$ cat config.mk
export PLATFORM = sky130hd
export DESIGN_NAME = mole_scheduler
export DESIGN_NICKNAME = d
export VERILOG_FILES = /design/src/rtl/mole_scheduler.sv
export SDC_FILE = /design/constraint.sdc
export NUM_CORES = 1
export LEC_CHECK = 0
export BUFFER_PORTS_ARGS = -buffer_cell sky130_fd_sc_hd__buf_2
export CAP_MARGIN = 10
export CORE_MARGIN = 2
export CORE_UTILIZATION = 45
export CTS_CLUSTER_SIZE = 28
export DETAILED_ROUTE_END_ITERATION = 10
export PLACE_DENSITY = 0.74
export SLEW_MARGIN = 25
export SYNTH_ARGS = -nofsm -noshare
export SYNTH_HDL_FRONTEND = slang
export SYNTH_SLANG_ARGS = --single-unit
$ cat constraint.sdc
create_clock -name clk -period 4.7 [get_ports clk]
set_clock_uncertainty 0.15 [all_clocks]
set_input_delay 0.47 -clock clk [delete_from_list [all_inputs] [get_ports clk]]
set_output_delay 0.47 -clock clk [all_outputs]
set_load 0.05 [all_outputs]
$ cat src/rtl/mole_scheduler.sv
// Whack-a-mole game sequencer: spawns pseudo-random moles, times the up/gap windows,
// scores edge-detected button presses against the lit LED, and counts rounds.
module mole_scheduler #(
   parameter int unsigned UP_TICKS  = 25_000_000,
   parameter int unsigned GAP_TICKS = 12_500_000,
   parameter int unsigned ROUNDS    = 20,
   parameter logic [2:0]  LFSR_SEED = 3'b001
) (
   input  logic       clk,
   input  logic       reset_n,
   input  logic       start,
   input  logic [4:0] btn,
   output logic [2:0] number,
   output logic       mole_active,
   output logic [7:0] score,
   output logic [7:0] misses,
   output logic [7:0] round_cnt,
   output logic       game_over
);

   localparam int unsigned MAX_TICKS = (UP_TICKS > GAP_TICKS) ? UP_TICKS : GAP_TICKS;
   localparam int unsigned TW        = $clog2(MAX_TICKS);
   localparam logic [TW-1:0] UP_LAST  = TW'(UP_TICKS - 1);
   localparam logic [TW-1:0] GAP_LAST = TW'(GAP_TICKS - 1);
   localparam logic [7:0]    ROUNDS_B = 8'(ROUNDS);
   // An all-zero seed would lock the LFSR, so it is replaced by 001.
   localparam logic [2:0]    SEED     = (LFSR_SEED == 3'b000) ? 3'b001 : LFSR_SEED;

   typedef enum logic [2:0] {
      S_IDLE,
      S_SPAWN,
      S_UP,
      S_HIT,
      S_MISS,
      S_GAP,
      S_DONE
   } state_t;

   state_t          state;
   logic [TW-1:0]   timer;
   logic [2:0]      lfsr;
   logic [4:0]      btn_q;
   logic [4:0]      press;
   logic [4:0]      mask;
   logic            wrong_press;
   logic            right_press;

   // Must stay identical to the LED decoder's index-to-LED mapping.
   function automatic logic [4:0] led_mask(input logic [2:0] idx);
      case (idx)
         3'd1:    return 5'b00001;
         3'd2:    return 5'b01000;
         3'd3:    return 5'b00010;
         3'd4:    return 5'b00100;
         3'd5:    return 5'b10000;
         3'd6:    return 5'b01000;
         3'd7:    return 5'b00001;
         default: return 5'b00000;
      endcase
   endfunction

   function automatic logic [7:0] sat_inc(input logic [7:0] v);
      return (v == 8'hFF) ? v : v + 8'd1;
   endfunction

   always_comb begin
      press       = btn & ~btn_q;
      mask        = led_mask(number);
      wrong_press = |(press & ~mask);
      right_press = |(press & mask);
   end

   // NOTE: every register here is assigned with <= so all state updates see the
   // pre-edge values; mixing in = would make the result depend on statement order.
   always_ff @(posedge clk or negedge reset_n) begin
      if (!reset_n) begin
         state       <= S_IDLE;
         number      <= 3'd0;
         mole_active <= 1'b0;
         score       <= 8'd0;
         misses      <= 8'd0;
         round_cnt   <= 8'd0;
         game_over   <= 1'b0;
         btn_q       <= 5'd0;
         lfsr        <= SEED;
         timer       <= '0;
      end else begin
         btn_q <= btn;
         case (state)
            S_IDLE: begin
               if (start) begin
                  score     <= 8'd0;
                  misses    <= 8'd0;
                  round_cnt <= 8'd0;
                  state     <= S_SPAWN;
               end
            end
            S_SPAWN: begin
               number      <= lfsr;
               mole_active <= 1'b1;
               lfsr        <= {lfsr[1:0], lfsr[2] ^ lfsr[1]};
               timer       <= '0;
               state       <= S_UP;
            end
            S_UP: begin
               timer <= timer + 1'b1;
               // A wrong button outranks a simultaneous right one.
               if (wrong_press)         state <= S_MISS;
               else if (right_press)    state <= S_HIT;
               else if (timer == UP_LAST) state <= S_MISS;
            end
            S_HIT: begin
               score       <= sat_inc(score);
               number      <= 3'd0;
               mole_active <= 1'b0;
               round_cnt   <= round_cnt + 8'd1;
               timer       <= '0;
               state       <= S_GAP;
            end
            S_MISS: begin
               misses      <= sat_inc(misses);
               number      <= 3'd0;
               mole_active <= 1'b0;
               round_cnt   <= round_cnt + 8'd1;
               timer       <= '0;
               state       <= S_GAP;
            end
            S_GAP: begin
               timer <= timer + 1'b1;
               if (timer == GAP_LAST) begin
                  if (round_cnt == ROUNDS_B) begin
                     game_over <= 1'b1;
                     state     <= S_DONE;
                  end else begin
                     state <= S_SPAWN;
                  end
               end
            end
            S_DONE: begin
               if (start) begin
                  score     <= 8'd0;
                  misses    <= 8'd0;
                  round_cnt <= 8'd0;
                  game_over <= 1'b0;
                  state     <= S_SPAWN;
               end
            end
            default: state <= S_IDLE;
         endcase
      end
   end

endmodule

==> flow_summary.ini <==
[run_status]
status = finished, final reports clean

[global_routing]
grt_antenna_before_repair = 0
grt_start_max_net_pins = 66
grt-ovfl-total = 0
grt_pass1_wl_um = 12980
track_usage = 0.1887
grt_pass1_vias = 2836

[yosys]
ys_ff_latch = 65
synth_cells = 373
synth_area_um2 = 3563
yosysWarnings = 0
ys_seq_area_frac = 0.4568
synth_flop_cell = dfrtp_1
ys_async_sr_fraction = 1.000
avgSynthCellArea_um2 = 9.553
syn_nets = 386
ys_types = 63
synth_edf_count = 0

[setup_path]
r2r_cells = 6
endpoint_kind = flip-flop
reg2reg_to = timer[5]
setup.worst_path.end = timer[5]
startpoint = state[2]
r2r_start = state[2]
reg2reg_slack_ns = 2.26
required_ns = 4.77
critPathArrivalTime_ns = 2.51
criticalPathCategory = flip-flop to flip-flop
startpoint_type = flip-flop
crit_fanout = 23

[sta]
max_slew_margin = 0.4529
max_freq_mhz = 410.6
hold_violations = 0
post-route-min-period_ns = 2.435
rsz0062_at_grt = no
slew_violations = 0
setup_viol = 0
tns_ns = 0
fin_crit_sh = 0.5182
tightest_slew_ns = 0.8207

[hold_path]
min_path_type = input pin to flip-flop

[route]
ant_nets = 0
wl_per_cell_um = 14.41
vias_per_cell = 5.617
wl_um = 7450
drt-pass1-iter-count = 4
drt_iter0_drc = 134
vias = 2904
drc = 0

[clock_tree]
cts_resized = 0
clk_pin_slew_ns = 0.08
cts_root_buf = clkbuf_8
cts_tree = done
clk_path_buf_depth = 2
ctsHoldBuffers = 0
clk-insertion-delay-late_ns = 0.35
htreeDepth = 3
cts_sinks = 65
post_cts_buffers = 0
cts_made_buffers = 9

[cells_and_area]
nets = 423
antennaDiodeCount = 0
layout_commonest_cell = dfrtp_1
area_growth_syn_to_layout_pct = 12.75
drive_above_1_share = 0.1566
layout.cells.most_common_list = 64 x dfrtp_1, 47 x nand2_1, 36 x buf_2

[power]
power_leakage_nw = 1.750
fin_total_pwr_mw = 1.045
p_per_area_nw_per_um2 = 260.1
vdd_drop_max_mv = 0.1290

[floorplan]
core_region_area_um2 = 7687
die_w_um = 92.99
start_util = 0.4635
dieArea_um2 = 8646
die_y_um = 92.99
fp-row-count = 32
boundaryPins = 37

[placement]
dp_hpwl_um = 5323
io_buffers = 36
finalWeightedCongestion = 0.8219

[job]
cap_violations = 0
[cells in the mapped netlist (2+ instances only)]
master,number,area (um2)
dfrtp_1,64,1602
nand2_1,47,176.4
nor2_1,32,120.1
nand3_1,28,140.1
o21ai_0,20,100.1
nand4_1,13,81.33
xor2_1,11,96.34
a21oi_1,10,50.05
mux2i_1,10,100.1
and4_1,9,78.83
nand2b_1,9,56.30
o31ai_1,9,67.56
clkbuf_1,8,30.03
inv_1,7,26.28
and3_1,6,37.54
nor2b_1,6,37.54
o211ai_1,6,45.04
a22o_1,5,43.79
ha_1,5,62.56
or4_1,5,37.54
and2_1,4,25.02
nand3b_1,4,30.03
a31oi_1,3,18.77
buf_2,3,15.01
nor3_1,3,15.01
xnor2_1,3,26.28
a2111oi_4,2,55.05
a221oi_1,2,17.52
a41oi_1,2,17.52
mux2_2,2,22.52
o41ai_1,2,17.52
or3_1,2,12.51
[critical path: stages (launching register included)]
cell and delay (ns):
dfrtp_1 0.69, or3b_2 0.53, a21boi_1 0.15, buf_4 0.24
and2_0 0.26, o21ai_0 0.19, o21ai_0 0.10
[power by group]
group	total, mW	internal, mW	switching [mW]
Clock	0.462	0.244	0.218
Combinational	0.0204	0.00524	0.0152
Sequential	0.562	0.561	0.00101
Total	1.04	0.811	0.234
[flip-flops by register name, indices dropped and copies added, names as in the netlist]
register,cells
btn_q,5
game_over,1
lfsr,3
misses,8
mole_active,1
number,3
round_cnt,8
score,8
state,3
timer,25
[stage by stage]
stage / cells / cell area (um2) / setup WS, ns / util / hold slack (ns)
6_report: 517 / 4018 / 2.265 / 0.5226 / 0.09943
2_1_floorplan: 373 / 3563 / 2.398 / - / 0.02441
3_3_place_gp: 501 / 3830 / 2.378 / 0.4982 / 0.3207
4_1_cts: 517 / 4018 / 2.279 / 0.5226 / 0.08624
3_5_place_dp: 501 / 3830 / 2.298 / 0.4982 / 0.3332
5_1_grt: 517 / 4018 / 1.997 / 0.5226 / 0.07991
[worst min path at each step]
stage	depth (start not counted)	end	startpoint
4_1_cts	1	btn_q[2]	btn[2]
5_1_grt	1	btn_q[4]	btn[4]
3_5_place_dp	1	timer[24]	timer[24]
6_report	1	btn_q[2]	btn[2]
3_3_place_gp	1	timer[24]	timer[24]
2_1_floorplan	0	btn_q[0]	reset_n
[cell families after synthesis]
| kind of cell | after synthesis | share of synthesized area |
|---|---|---|
| xor+xnor | 14 | 0.03441 |
| flops | 65 | 0.4568 |
| buf+inv | 20 | 0.02423 |
| compound gates | 78 | 0.1647 |
| mux | 12 | 0.03441 |
| fa+ha+maj | 5 | 0.01756 |
| simple gates | 179 | 0.2679 |
[routing by layer]
metal  global-route usage  vias up  wire length (um)
li1                     -     1454                 -
met1               0.2437     1398              3542
met2               0.3062       46              3592
met3              0.04754        6               247
met4              0.07230        0                68
met5                    0        -                 0
[layout make-up]
| cell class | count | area (um2) |
|---|---|---|
| inverters | 8 | 30.03 |
| clock buffers | 11 | 131.4 |
| multi-input cells | 288 | 1849 |
| repair buffers | 38 | 195.2 |
| well taps | 102 | 127.6 |
| clock inverters | 5 | 56.30 |
| fillers | 715 | 3670 |
| flip-flops and latches | 65 | 1628 |
Note: power is estimated with default switching activity, not from simulation.
